[src/rtl/bus_demux3.sv]
// -----------------------------------------------------------------------------
// bus_demux3
// Routes a single upstream request to one of three targets by address decode,
// waits for that target's response and returns it upstream. One transaction is
// outstanding at a time. Decode misses and stalled targets both return err=1.
//
// Ports
//   clk, rst                          clock, asynchronous active-high reset
//   req_valid/req_ready               upstream request handshake
//   req_addr/wen/wdata/wmask          upstream request payload
//   resp_valid/resp_ready             upstream response handshake
//   resp_rdata/resp_err               upstream response payload
//   tgt_req_valid/tgt_req_ready[3]    per-target request handshake
//   tgt_addr/wen/wdata/wmask          registered payload, broadcast to targets
//   tgt_resp_valid/tgt_resp_ready[3]  per-target response handshake
//   tgt_resp_rdata[96]/tgt_resp_err[3] per-target response payload
// -----------------------------------------------------------------------------
module bus_demux3 #(
  parameter logic [31:0] BASE0   = 32'h8000_0000,
  parameter logic [31:0] MASK0   = 32'hF800_0000,
  parameter logic [31:0] BASE1   = 32'hA000_0000,
  parameter logic [31:0] MASK1   = 32'hFFFF_F000,
  parameter logic [31:0] BASE2   = 32'hA000_1000,
  parameter logic [31:0] MASK2   = 32'hFFFF_F000,
  parameter int          TIMEOUT = 255
) (
  input  logic        clk,
  input  logic        rst,
  input  logic        req_valid,
  output logic        req_ready,
  input  logic [31:0] req_addr,
  input  logic        req_wen,
  input  logic [31:0] req_wdata,
  input  logic [3:0]  req_wmask,
  output logic        resp_valid,
  input  logic        resp_ready,
  output logic [31:0] resp_rdata,
  output logic        resp_err,
  output logic [2:0]  tgt_req_valid,
  input  logic [2:0]  tgt_req_ready,
  output logic [31:0] tgt_addr,
  output logic        tgt_wen,
  output logic [31:0] tgt_wdata,
  output logic [3:0]  tgt_wmask,
  input  logic [2:0]  tgt_resp_valid,
  output logic [2:0]  tgt_resp_ready,
  input  logic [95:0] tgt_resp_rdata,
  input  logic [2:0]  tgt_resp_err
);

  typedef enum logic [1:0] {IDLE, SEND, WAIT, RESP} state_e;

  // The counter holds the number of SEND+WAIT cycles already completed, so the
  // TIMEOUT-th cycle is the one in which it reads TIMEOUT-1.
  localparam logic [7:0] CNT_LAST = 8'(TIMEOUT - 1);

  state_e      state_q, state_d;
  logic [31:0] addr_q, addr_d;
  logic        wen_q, wen_d;
  logic [31:0] wdata_q, wdata_d;
  logic [3:0]  wmask_q, wmask_d;
  logic [2:0]  sel_q, sel_d;
  logic [31:0] rdata_q, rdata_d;
  logic        err_q, err_d;
  logic [7:0]  cnt_q, cnt_d;

  logic [2:0]  hit;
  logic [2:0]  sel_new;
  logic        sel_req_ready;
  logic        sel_resp_valid;
  logic [31:0] sel_rdata;
  logic        sel_err;
  logic        timeout;

  assign hit[0] = ((req_addr & MASK0) == BASE0);
  assign hit[1] = ((req_addr & MASK1) == BASE1);
  assign hit[2] = ((req_addr & MASK2) == BASE2);

  // Lowest-index hit wins when windows overlap.
  always_comb begin
    sel_new = 3'b000;
    if (hit[0])      sel_new = 3'b001;
    else if (hit[1]) sel_new = 3'b010;
    else if (hit[2]) sel_new = 3'b100;
  end

  // Only the selected target's handshake and payload are ever looked at.
  always_comb begin
    sel_rdata = '0;
    sel_err   = 1'b0;
    for (int i = 0; i < 3; i++) begin
      if (sel_q[i]) begin
        sel_rdata = sel_rdata | tgt_resp_rdata[32*i +: 32];
        sel_err   = sel_err | tgt_resp_err[i];
      end
    end
  end

  assign sel_req_ready  = |(tgt_req_ready & sel_q);
  assign sel_resp_valid = |(tgt_resp_valid & sel_q);
  assign timeout        = (cnt_q >= CNT_LAST);

  // NOTE: every signal assigned here gets its hold value first, so no path
  // through the case statement can leave one unassigned and infer a latch.
  always_comb begin
    state_d = state_q;
    addr_d  = addr_q;
    wen_d   = wen_q;
    wdata_d = wdata_q;
    wmask_d = wmask_q;
    sel_d   = sel_q;
    rdata_d = rdata_q;
    err_d   = err_q;
    cnt_d   = cnt_q;
    case (state_q)
      IDLE: begin
        if (req_valid) begin
          addr_d  = req_addr;
          wen_d   = req_wen;
          wdata_d = req_wdata;
          wmask_d = req_wmask;
          sel_d   = sel_new;
          if (|sel_new) begin
            state_d = SEND;
            cnt_d   = 8'd0;
          end else begin
            state_d = RESP;
            rdata_d = 32'd0;
            err_d   = 1'b1;
          end
        end
      end
      SEND: begin
        cnt_d = cnt_q + 8'd1;
        // Only a returned response counts as completion, so an expiring
        // counter beats a request accept in the same cycle.
        if (timeout) begin
          state_d = RESP;
          rdata_d = 32'd0;
          err_d   = 1'b1;
        end else if (sel_req_ready) begin
          state_d = WAIT;
        end
      end
      WAIT: begin
        cnt_d = cnt_q + 8'd1;
        if (sel_resp_valid) begin
          state_d = RESP;
          rdata_d = sel_rdata;
          err_d   = sel_err;
        end else if (timeout) begin
          state_d = RESP;
          rdata_d = 32'd0;
          err_d   = 1'b1;
        end
      end
      RESP: begin
        if (resp_ready) state_d = IDLE;
      end
      default: state_d = IDLE;
    endcase
  end

  // NOTE: state registers use non-blocking assignments so every flop samples
  // the pre-edge value of every other flop, independent of statement order.
  always_ff @(posedge clk or posedge rst) begin
    if (rst) begin
      state_q <= IDLE;
      addr_q  <= '0;
      wen_q   <= 1'b0;
      wdata_q <= '0;
      wmask_q <= '0;
      sel_q   <= '0;
      rdata_q <= '0;
      err_q   <= 1'b0;
      cnt_q   <= '0;
    end else begin
      state_q <= state_d;
      addr_q  <= addr_d;
      wen_q   <= wen_d;
      wdata_q <= wdata_d;
      wmask_q <= wmask_d;
      sel_q   <= sel_d;
      rdata_q <= rdata_d;
      err_q   <= err_d;
      cnt_q   <= cnt_d;
    end
  end

  // Outputs come straight from flops or decoded state, never from inputs.
  assign req_ready      = (state_q == IDLE);
  assign resp_valid     = (state_q == RESP);
  assign resp_rdata     = rdata_q;
  assign resp_err       = err_q;
  assign tgt_req_valid  = (state_q == SEND) ? sel_q : 3'b000;
  assign tgt_resp_ready = (state_q == WAIT) ? sel_q : 3'b000;
  assign tgt_addr       = addr_q;
  assign tgt_wen        = wen_q;
  assign tgt_wdata      = wdata_q;
  assign tgt_wmask      = wmask_q;

endmodule

[config.mk]
export PLATFORM = sky130hd
export DESIGN_NAME = bus_demux3
export DESIGN_NICKNAME = d
export VERILOG_FILES = /design/src/rtl/bus_demux3.sv
export SDC_FILE = /design/constraint.sdc
export NUM_CORES = 1
export LEC_CHECK = 0
export ABC_AREA = 0
export ABC_CLOCK_PERIOD_IN_PS = 11500
export CORE_UTILIZATION = 41
export CTS_CLUSTER_SIZE = 25
export DETAILED_ROUTE_END_ITERATION = 7
export PLACE_DENSITY = 0.93
export SLEW_MARGIN = 20
export SYNTH_ARGS = -nofsm -noshare
export SYNTH_HDL_FRONTEND = slang
export SYNTH_SLANG_ARGS = --single-unit
[constraint.sdc]
create_clock -name clk -period 11.5 [get_ports clk]
set_input_delay 2.3 -clock clk [delete_from_list [all_inputs] [get_ports clk]]
set_output_delay 2.3 -clock clk [all_outputs]
set_load 0.02 [all_outputs]
==> PnR_summary.wiki <==
{| class="wikitable"
! Metric !! Value
|-
| Outcome || complete, no violations
|-
| Global-route met1 utilization || 30.3%
|-
| Area share of the largest cell type after synthesis || 57.1%
|-
| Worst-Margin Slew || 0.956 ns
|-
| Synth cell count leaders || dfrtp_1, mux2_2, a222oi_1
|-
| # clock sinks || 115
|-
| Total of endpoints with negative setup slack in the final report || 0
|-
| Global routing met2 resource utilization || 47.0%
|-
| First-pass DRT Iterations || 5
|-
| Hpwl dp || 12400 µm
|-
| Fin crit period || 4.51 ns
|-
| Total CTS buffers || 17
|-
| Combinational family with the most area after synthesis || compound AO/OA/AOI/OAI gates
|-
| Maximum ir drop on the vdd rail || 0.182 mV
|-
| Startpoint of the lowest-slack register-to-register path || sel_q[0]
|-
| Post-synthesis instance total || 374
|-
| Number of buffers between clock root and the deepest sink || 2
|-
| Hold violation total from the final report || 0
|-
| Cell Area, Synth || 0.00504 mm²
|-
| Initial cell density of the core || 42.0%
|-
| Number of remaining DRC errors || 0
|-
| Syn avg cell area || 13.5 µm²
|-
| Critical path endpoint category || flip-flop
|-
| Fraction of the yosys area taken by sequential cells || 57.1%
|-
| Async S/R FF share, synth || 100%
|-
| Multiplexer area fraction after synthesis || 15.4%
|-
| Synth top area cells || dfrtp_1, mux2_2, a222oi_1
|-
| Worst Setup Path Type || primary input to flip-flop
|-
| Remaining global-route overflow || 0
|-
| Clock tree from TritonCTS || done
|-
| Die outline width || 113 µm
|-
| Count of flip-flops with a built-in enable after synthesis || 0
|-
| Total Routed Length || 17000 µm
|-
| Dominant register cell in the synthesized netlist || dfrtp_1
|-
| Cell depth of the worst flop-to-flop path || 6
|-
| Yosys reg bits || 115
|-
| Critical Path RT || 11.77 ns
|-
| Drt first-iter violations || 489
|-
| Setup clock skew after layout || 0.00863 ns
|-
| Setup repair after global routing missed its margin || false
|-
| Final weighted congestion in routability-driven placement || 0.857
|-
| Max-capacitance violation count || 0
|-
| Layer carrying the most global-route usage || met2
|-
| Register-to-register setup slack || 8.46 ns
|-
| Core Rows || 40
|-
| Antenna violations before repair || 0
|-
| Tot GR Track Use || 27.3%
|-
| Pre-CTS WS || 6.56 ns
|-
| Power per unit of standard cell area || 243 mW/mm²
|-
| Number of pins exceeding their max-slew limit in the final report || 0
|-
| DIE AREA || 0.0127 mm²
|-
| Post-Syn Nets || 558
|-
| Count of hold buffers inserted by post-cts repair || 0
|-
| Terminus of the critical flop-to-flop path || resp_rdata[28]
|-
| Net count, final || 844
|-
| Adder-cell share of the synthesized area || 1.49%
|-
| First-pass GRT wire length || 26500 µm
|-
| Hold Path End || resp_rdata[19]
|-
| Number of filler instances in the final layout || 783
|-
| Core footprint || 0.0120 mm²
|-
| Compound-Gate Fraction of Synth Area || 18.1%
|-
| Clk slew on worst S/H paths || 0.05 ns
|-
| Pin count of the biggest net entering global routing || 77
|-
| Routed Antenna Nets || 0
|-
| Ant. Diodes || 0
|-
| Global Route met3 Usage || 9.69%
|-
| Post-layout worst setup margin || 6.99 ns
|-
| Number of I/O pins || 288
|-
| Yosys cell types || 43
|-
| Fin crit share || 39.2%
|-
| # Post-CTS Setup Buffers || 0
|-
| Startpoint of the tightest hold check path || resp_rdata[19]
|-
| Crit start category || primary input
|-
| Routed length per instance || 20.8 µm
|-
| Area growth syn-to-layout || 72.4%
|-
| Leakage dissipation || 3.51 nW
|-
| Worst min path class || flip-flop to flip-flop
|-
| Vias per inst || 5.69
|-
| Xor and xnor area share after synthesis || 0%
|-
| Layout cells sized above 1 || 16.9%
|-
| Count of synthesis-stage warnings from yosys || 0
|-
| Top fanout value on the critical path || 76
|-
| Clock latency on the worst-skew pair || 0.41 ns
|-
| WHS Path Cells || 1
|-
| Cell with the most instances after synthesis || dfrtp_1
|-
| Root buffer cell || clkbuf_16
|-
| Total Neg Setup Slack || 0 ns
|-
| Basic-gate share of the synthesized area counting and, or, nand and nor cells || 4.74%
|-
| Via count of the first global-routing pass || 5040
|-
| Total via count after detailed routing || 4669
|-
| Arrival time at the worst endpoint || 4.78 ns
|-
| Headroom to the max-slew limit || 36.3%
|-
| Maximum clock rate || 222 MHz
|-
| Largest area contributor in the netlist || dfrtp_1
|-
| Gates resized, CTS repair || 0
|-
| H-tree depth reported by CTS || 4
|-
| Number of buffer cells added on primary ports || 287
|-
| Die extent in y || 113 µm
|}
power breakdown:
part | internal, mW | leakage, nW | switching, mW
clock | 0.384 | 0.309 | 0.177
combinational | 0.466 | 1.76 | 0.454
sequential | 0.544 | 1.45 | 0.0885
logic make-up after synthesis:
kind of cell,Yosys count
AOI/OAI and AO/OA,107
DFF,115
and+or+nand+nor,42
muxes,69
adders and majority gates,6
buffers and inverters,35
stage by stage:
| step | util (%) | instance area [µm²] | std cells | hold slack (ns) | power (mW) |
|---|---|---|---|---|---|
| floorplan | - | 5040 | 374 | 0.441 | 1.11 |
| global placement | 67.0 | 8040 | 787 | 0.453 | 1.50 |
| detailed placement | 67.1 | 8050 | 788 | 0.474 | 1.55 |
| CTS | 72.4 | 8690 | 820 | 0.489 | 2.13 |
| global route | 72.4 | 8690 | 820 | 0.498 | 2.21 |
| finish | 72.4 | 8690 | 820 | 0.483 | 2.11 |
layer usage:
metal | routed length [µm] | part of all wire [%]
met1 | 6250 | 37
met2 | 8570 | 50
met4 | 533 | 3.1
met5 | 0 | 0
met3 | 1680 | 9.9
worst max path at each step:
stage,slack (ns),from,endpoint,depth (start not counted)
final,6.99,req_valid,cnt_q[7],6
after global routing,6.81,tgt_resp_valid[0],resp_rdata[28],6
after CTS,6.98,tgt_resp_valid[0],resp_rdata[22],6
after detailed placement,6.56,tgt_resp_valid[0],resp_rdata[22],6
after global placement,6.55,tgt_resp_valid[0],resp_rdata[24],5
after floorplan,6.16,rst,cnt_q[0],1
area by class of cell:
cell class,instances,area (µm²),share of cell area (%)
clock inverters,9,150,1.73
inverters,9,50.0,0.576
repair buffers,293,2920,33.6
flip-flops and latches,115,2880,33.1
well taps,147,184,2.12
clock buffers,23,488,5.61
multi-input cells,224,2020,23.2
state kept, by name, summed over array words and instances (netlist names):
signal / flops
tgt_addr: 32
tgt_wdata: 32
tgt_wmask: 4
sel_q: 3
cnt_q: 8
resp_err: 1
tgt_wen: 1
resp_rdata: 32
state_q: 2
cells in the final DEF, fill, tap and decap left out, types with 2 or more instances in the layout:
cell             netlist  layout
o22a_1                 2       2
clkinv_2               0       3
clkdlybuf4s50_1        0     287
nor4_1                 2       2
o21ai_1                2       2
clkinvlp_4             0       2
a21oi_1                6       6
a22oi_1                3       3
a21o_1                 2       2
bufinv_16              0       4
a222oi_1              34      34
o31ai_1                6       6
nand2_1                9       8
and2_1                 7       7
clkbuf_16              0      17
inv_1                  8       7
dfrtp_1              115     115
o2bb2ai_1             32      32
clkbuf_8               1       4
nor3_1                 2       2
o21ai_0                7       7
clkbuf_1              21       2
nand3_1                5       5
nor2_1                 7       7
buf_4                  0       5
mux2_2                69      69
nand4_1                3       3
ha_1                   6       6
a31oi_1                3       3
critical path: stages:
cell,delay (ns)
clkdlybuf4s50_1,0.61
nand2_4,0.53
or2_1,0.48
a21oi_1,0.19
o21ai_1,0.17
o41ai_1,0.47
(Power assumes the default switching activity.)
